<file path="config.mk">
export PLATFORM = sky130hd
export DESIGN_NAME = ticket_dispense_arbiter
export DESIGN_NICKNAME = d
export VERILOG_FILES = /design/src/rtl/fare_pkg.sv /design/src/rtl/rr_priority_pick.sv /design/src/rtl/ticket_dispense_arbiter.sv
export SDC_FILE = /design/constraint.sdc
export NUM_CORES = 1
export LEC_CHECK = 0
export CORE_MARGIN = 4
export CORE_UTILIZATION = 38
export CTS_CLUSTER_SIZE = 16
export DETAILED_ROUTE_END_ITERATION = 8
export GPL_TIMING_DRIVEN = 0
export PLACE_DENSITY_LB_ADDON = 0.25
export SYNTH_ARGS = -nofsm -noshare
export SYNTH_HDL_FRONTEND = slang
export SYNTH_SLANG_ARGS = --single-unit
</file>
<file path="constraint.sdc">
create_clock -name clk -period 4.7 [get_ports clk]
set_clock_uncertainty 0.15 [all_clocks]
set_input_delay 0.94 -clock clk [delete_from_list [all_inputs] [get_ports clk]]
set_output_delay 0.94 -clock clk [all_outputs]
set_load 0.05 [all_outputs]
</file>
<file path="src/rtl/fare_pkg.sv">
// Shared types and constants for the ticket/change dispensing arbiter.
package fare_pkg;

  // Default datapath widths and fare-machine limits.
  localparam int CNT_W       = 3;
  localparam int CHG_W       = 7;
  localparam int MAX_TICKETS = 5;

  // Coin denominations paid out by the change dispenser.
  localparam int COIN_BIG    = 5;
  localparam int COIN_SMALL  = 1;

  // Service sequencer states.
  typedef enum logic [2:0] {
    IDLE,
    CHECK,
    PRINT,
    PWAIT,
    CHANGE,
    FINISH
  } state_t;

endpackage

</file>
<file path="src/rtl/rr_priority_pick.sv">
// Combinational round-robin selector: first set req bit at or above rr_ptr,
// wrapping modulo NUM_REQ. Returns a one-hot pick and its binary index.
module rr_priority_pick #(
  parameter int NUM_REQ = 4,
  parameter int IDX_W   = $clog2(NUM_REQ)
) (
  input  logic [NUM_REQ-1:0] req,
  input  logic [IDX_W-1:0]   rr_ptr,
  output logic [NUM_REQ-1:0] pick,
  output logic [IDX_W-1:0]   pick_idx,
  output logic               valid
);

  localparam int CW = IDX_W + 1;

  // Scan candidates rr_ptr, rr_ptr+1, ... and keep the first requester found.
  always_comb begin : scan
    logic [CW-1:0] cand;
    // NOTE: every output gets a default before the loop so no path leaves it unassigned (no latch).
    pick     = '0;
    pick_idx = '0;
    valid    = 1'b0;
    cand     = '0;
    for (int off = 0; off < NUM_REQ; off++) begin
      // NOTE: blocking assignments here because cand is a temporary reused within the same pass.
      cand = {1'b0, rr_ptr} + CW'(off);
      if (cand >= CW'(NUM_REQ)) begin
        cand = cand - CW'(NUM_REQ);
      end
      if (!valid && req[cand[IDX_W-1:0]]) begin
        valid                   = 1'b1;
        pick[cand[IDX_W-1:0]]   = 1'b1;
        pick_idx                = cand[IDX_W-1:0];
      end
    end
  end

endmodule

</file>
<file path="src/rtl/ticket_dispense_arbiter.sv">
// Shares one ticket printer and one coin dispenser between NUM_REQ fare
// front ends. Grants round-robin, prints one job per ticket, pays change
// as 5-unit coins then 1-unit coins, and pulses done to the served requester.
module ticket_dispense_arbiter
  import fare_pkg::*;
#(
  parameter int NUM_REQ     = 4,
  parameter int CNT_W       = fare_pkg::CNT_W,
  parameter int CHG_W       = fare_pkg::CHG_W,
  parameter int MAX_TICKETS = fare_pkg::MAX_TICKETS
) (
  input  logic                     clk,
  input  logic                     reset,
  input  logic [NUM_REQ-1:0]       req,
  input  logic [NUM_REQ*CNT_W-1:0] req_tickets,
  input  logic [NUM_REQ*CHG_W-1:0] req_change,
  output logic [NUM_REQ-1:0]       grant,
  output logic [NUM_REQ-1:0]       done,
  output logic                     err,
  output logic                     prn_start,
  input  logic                     prn_busy,
  output logic                     coin5,
  output logic                     coin1,
  output logic [CNT_W-1:0]         tickets_left
);

  localparam int IDX_W = $clog2(NUM_REQ);

  state_t               state_q, state_d;
  logic [IDX_W-1:0]     rr_ptr_q;
  logic [IDX_W-1:0]     gidx_q;
  logic [NUM_REQ-1:0]   grant_q;
  logic [CNT_W-1:0]     tickets_q;
  logic [CHG_W-1:0]     chg_q;
  logic                 err_flag_q;

  logic [NUM_REQ-1:0]   pick;
  logic [IDX_W-1:0]     pick_idx;
  logic                 pick_valid;
  logic                 ticket_illegal;
  logic                 take_grant;

  rr_priority_pick #(
    .NUM_REQ (NUM_REQ),
    .IDX_W   (IDX_W)
  ) u_pick (
    .req      (req),
    .rr_ptr   (rr_ptr_q),
    .pick     (pick),
    .pick_idx (pick_idx),
    .valid    (pick_valid)
  );

  // A zero count or one above the machine limit is rejected without printing or paying.
  assign ticket_illegal = (tickets_q == '0) || (int'(tickets_q) > MAX_TICKETS);
  assign take_grant     = (state_q == IDLE) && pick_valid;

  // State register.
  always_ff @(posedge clk or posedge reset) begin
    // NOTE: non-blocking assignments in clocked blocks so every register samples pre-edge values.
    if (reset) begin
      state_q <= IDLE;
    end else begin
      state_q <= state_d;
    end
  end

  // Next-state decode and the single-cycle pulses driven from the current state.
  always_comb begin
    state_d   = state_q;
    prn_start = 1'b0;
    coin5     = 1'b0;
    coin1     = 1'b0;
    done      = '0;
    err       = 1'b0;
    case (state_q)
      IDLE: begin
        if (pick_valid) begin
          state_d = CHECK;
        end
      end
      CHECK: begin
        state_d = ticket_illegal ? FINISH : PRINT;
      end
      PRINT: begin
        if (!prn_busy) begin
          prn_start = 1'b1;
          state_d   = PWAIT;
        end
      end
      PWAIT: begin
        // The printer reports busy from the cycle after prn_start, so this waits for the job.
        if (!prn_busy) begin
          state_d = (tickets_q != '0) ? PRINT : CHANGE;
        end
      end
      CHANGE: begin
        if (chg_q >= CHG_W'(COIN_BIG)) begin
          coin5 = 1'b1;
        end else if (chg_q != '0) begin
          coin1 = 1'b1;
        end else begin
          state_d = FINISH;
        end
      end
      FINISH: begin
        done    = grant_q;
        err     = err_flag_q;
        state_d = IDLE;
      end
      default: begin
        state_d = IDLE;
      end
    endcase
  end

  // Grant ownership and round-robin pointer; pointer moves past the served requester.
  always_ff @(posedge clk or posedge reset) begin
    if (reset) begin
      grant_q  <= '0;
      gidx_q   <= '0;
      rr_ptr_q <= '0;
    end else if (take_grant) begin
      grant_q <= pick;
      gidx_q  <= pick_idx;
    end else if (state_q == FINISH) begin
      grant_q  <= '0;
      rr_ptr_q <= (gidx_q == IDX_W'(NUM_REQ - 1)) ? '0 : gidx_q + 1'b1;
    end
  end

  // Service datapath: inputs are latched once at grant and then only counted down.
  always_ff @(posedge clk or posedge reset) begin
    if (reset) begin
      tickets_q  <= '0;
      chg_q      <= '0;
      err_flag_q <= 1'b0;
    end else begin
      if (take_grant) begin
        tickets_q  <= req_tickets[int'(pick_idx)*CNT_W +: CNT_W];
        chg_q      <= req_change[int'(pick_idx)*CHG_W +: CHG_W];
        err_flag_q <= 1'b0;
      end
      if (state_q == CHECK) begin
        err_flag_q <= ticket_illegal;
      end
      if (prn_start) begin
        tickets_q <= tickets_q - CNT_W'(1);
      end
      if (coin5) begin
        chg_q <= chg_q - CHG_W'(COIN_BIG);
      end else if (coin1) begin
        chg_q <= chg_q - CHG_W'(COIN_SMALL);
      end
    end
  end

  assign grant        = grant_q;
  assign tickets_left = tickets_q;

endmodule
</file>
==> key figures, run 1 <==
Status
  – Run status: complete, no violations

Clock network
  – Clock tree from TritonCTS: yes
  – Buffer levels on the longest clock path: 2
  – Number of buffers created by CTS: 3
  – H-tree level count: 1
  – TritonCTS sink count: 22
  – Library cell used as clock root buffer: clkbuf_8
  – Clock Pin Slew Worst Setup and Hold Paths: 0.09 ns
  – Clk Latency, worst-skew pair: 0.27 ns

Worst setup path
  – Cell-by-cell listing of the critical path: clkdlybuf4s50_1, nor4b_1, clkdlybuf4s50_1
  – Delay of the slowest cell on the worst path: 0.97 ns
  – Critical path fanouts, max: 7
  – Data arrival at the endpoint of the critical path: 3.28 ns
  – R2R depth: 12
  – Endpoint of the worst-slack reg-to-reg timing path: chg_q[0]
  – Register-to-register setup slack: 0.45 ns
  – CP Depth: 3
  – Endpoint of the worst setup timing path: prn_start
  – Critical path buffers and inverters: 2
  – Critical-path top delay cell: clkdlybuf4s50_1
  – Capturing element type of the critical path: output port
  – R2R Path Start: rr_ptr_q[0]
  – CP dominant cell by count: clkdlybuf4s50_1
  – CP startpoint kind: primary input
  – WS Path Type: in2out
  – Family with the most delay on the worst path: buffers and inverters
  – Beginning of the critical path: prn_busy
  – Data required time at the worst endpoint: 3.61 ns

Die
  – Num rows: 29
  – Die footprint: 7915 um2
  – Die Height: 88.97 um
  – Die X-Extent: 88.97 um
  – Initial core utilization: 39.23%
  – Core region area: 6350 um2
  – Number of top-level pins: 62

Synth
  – Commonest register cell after synthesis: dfrtp_1
  – Async SR Flop Fraction: 100.0%
  – Adder-cell share of the synthesized area: 7.534%
  – Cell count after synthesis: 296
  – Share of synthesized cell area in and, or, nand and nor gates: 24.61%
  – Warning count from the yosys run: 0
  – Post-synthesis compound-gate area fraction: 25.41%
  – Combined area of all synthesized cells: 2491 um2
  – Average size of a mapped cell: 8.416 um2
  – Number of synthesized flops with an enable pin: 0
  – Synthesized netlist net count: 358
  – Share of the yosys chip area belonging to registers: 22.10%
  – Post-synthesis register bit count: 22
  – Synth cell types: 64
  – Synthesized-area fraction occupied by xor and xnor cells: 1.758%
  – Share of synthesized area spent on multiplexers: 12.91%
  – Dominant combinational cell family by area after synthesis: compound AO/OA/AOI/OAI gates

Global route
  – Total routing resource utilization after global routing: 18.71%
  – GR Overflow Total: 0
  – Pin count of the biggest net entering global routing: 23
  – Via count of the first global-routing pass: 2441
  – Met2 track utilization from global routing: 31.24%
  – Initial antenna violation count: 0
  – Wire length of the first global-routing pass: 11610 um
  – Met3 GRT Util: 2.949%
  – Grt met1 use: 25.69%
  – Most Crowded Layer GR: met2

Cells and area
  – Area of combinational cells with multiple inputs: 1799 um2
  – Fraction of final layout cells with drive strength greater than 1: 10.28%
  – Diode insertion count for antenna repair: 0
  – Final #Nets: 423
  – Total of fill cells in the finished design: 610
  – FF+latch area: 550.5 um2
  – Area growth, synth to finish: 30.89%
  – Highest-count cells in the layout ignoring fill and taps: 60 x clkdlybuf4s50_1, 30 x nand2_1, 24 x o21ai_0, 22 x dfrtp_1, 17 x nor2_1
  – Most common cell after layout, fill and taps aside: clkdlybuf4s50_1

Power and ir drop
  – Power per Cell Area: 685.1 nW/um2
  – Highest ir drop seen on vdd: 383.0 uV
  – Leakage power: 1.303 nW

Timing
  – Aggregate negative setup slack: 0 ns
  – Final Max Tran Viols: 0
  – Final setup violation count: 0
  – Final Worst Setup Slack: 0.3302 ns
  – Peak clock frequency supported by timing: 228.8 MHz
  – Share of the clock period used by the worst path after layout: 92.98%
  – Minimum hold slack: 0.3490 ns
  – Final-report hold violation count: 0
  – Shortest period the worst path allows: 4.370 ns
  – Worst Max-Slew Pin Slew: 1.079 ns
  – RSZ-0062 raised after global routing: false
  – Worst slew margin relative to its limit: 27.02%

Placed design
  – IO Port Bufs: 60
  – HPWL after DPL: 5504 um
  – RD Place Congestion: 0.8721
  – Post-Place Setup Slack: 0.1941 ns

Detailed routing
  – Antenna Violating Nets Remaining: 0
  – Routed wirelength normalized by instance count: 16.15 um
  – DRC marker count from the first detailed-route iteration: 111
  – Residual DRC count: 0
  – Length of the first detailed-routing pass in iterations: 4
  – Vias: 2522
  – Wirelength, routed: 7058 um
  – Per-cell via count in the routed design: 5.771

Job
  – Total of max-cap violations: 0

Worst hold path
  – Worst hold path class: reg2reg
## area by class of cell
class,instances,share of cell area (%)
clock buffers,3,1.266
well taps,77,2.955
flip-flops and latches,22,16.88
inverters,10,1.151
multi-input cells,244,55.18
repair buffers,60,18.42
plain buffers,20,3.223
clock inverters,1,0.9210
## registers in the layout, summed over array words and instances, names as in the netlist
name,count
state_q,3
tickets_left,3
gidx_q,2
err_flag_q,1
grant,4
chg_q,7
rr_ptr_q,2
## tightest hold or removal path, cell delays in order (launching register included)
cell and delay (ns):
dfrtp_1 0.35, nand2_1 0.04, o21ai_0 0.07
## metal layers
metal  routed length [um]  vias up
met5                    0        -
met4                   61        0
met3                  424        6
met2                 3358       80
met1                 3214     1198
li1                     -     1238
## report_power, final
part	switching, mW	internal, mW
Combinational	0.986	0.698
Clock	0.0710	0.114
Sequential	0.0832	0.281
## what timing repair did
action                                  in CTS  in global routing
buffers inserted                             0                  0
hold buffers                                 0                  0
resized for setup                            0                  2
endpoints found under the setup margin       0                  2
## stage by stage
step                cells  total power [mW]  util, %  instance area, um2
floorplan             296             1.640        -                2491
global placement      433             2.011    50.21                3188
detailed placement    433             2.047    50.21                3188
CTS                   437             2.237    51.33                3259
global route          437             2.427    51.35                3261
finish                437             2.234    51.35                3261
## worst min path at each step
stage	end	startpoint	slack [ns]	depth (start not counted)
final	err_flag_q	err_flag_q	0.35	2
after global routing	err_flag_q	err_flag_q	0.38	2
after CTS	gidx_q[1]	gidx_q[1]	0.36	1
after detailed placement	gidx_q[1]	gidx_q[1]	0.33	1
after global placement	err_flag_q	err_flag_q	0.31	2
after floorplan	err_flag_q	err_flag_q	0.29	2
## synthesized netlist by cell type, drive strengths merged, types with 2 or more instances
cell | instances | area, um2
o21a | 2 | 15.01
nand4 | 2 | 12.51
nand3 | 16 | 80.08
buf | 5 | 47.54
a211oi | 2 | 27.53
dfrtp | 22 | 550.5
and2 | 7 | 43.79
nor3 | 12 | 60.06
a2111oi | 2 | 30.03
a211o | 3 | 35.04
mux4 | 3 | 67.56
mux2 | 8 | 90.09
nor2 | 18 | 83.83
nand2b | 5 | 38.78
and3 | 6 | 37.54
xor2 | 2 | 17.52
mux2i | 16 | 163.9
nor4 | 4 | 37.53
o21ai | 25 | 136.4
a21o | 2 | 15.01
or4 | 2 | 15.01
o31ai | 2 | 15.01
a22oi | 6 | 45.04
ha | 15 | 187.7
o41a | 2 | 22.52
inv | 10 | 37.54
nand3b | 5 | 37.54
clkbuf | 15 | 56.30
o22ai | 2 | 12.51
a221oi | 7 | 67.56
a21oi | 15 | 78.83
xnor2 | 3 | 26.28
o311ai | 2 | 17.52
nand2 | 30 | 112.6
## logic make-up after synthesis
family                     after synthesis
and+or+nand+nor                        113
AOI/OAI and AO/OA                       84
buffers and inverters                   30
muxes                                   27
DFF                                     22
adders and majority gates               15
xor gates and xnor gates                 5
(Power assumes the default switching activity.)
==> run 2, diff against run 1 <==
Settings changed: SKIP_LAST_GASP from default to 1.
==> results of run 2 <==
Same layout as run 1: the final DEF is identical, and so are final timing and power.
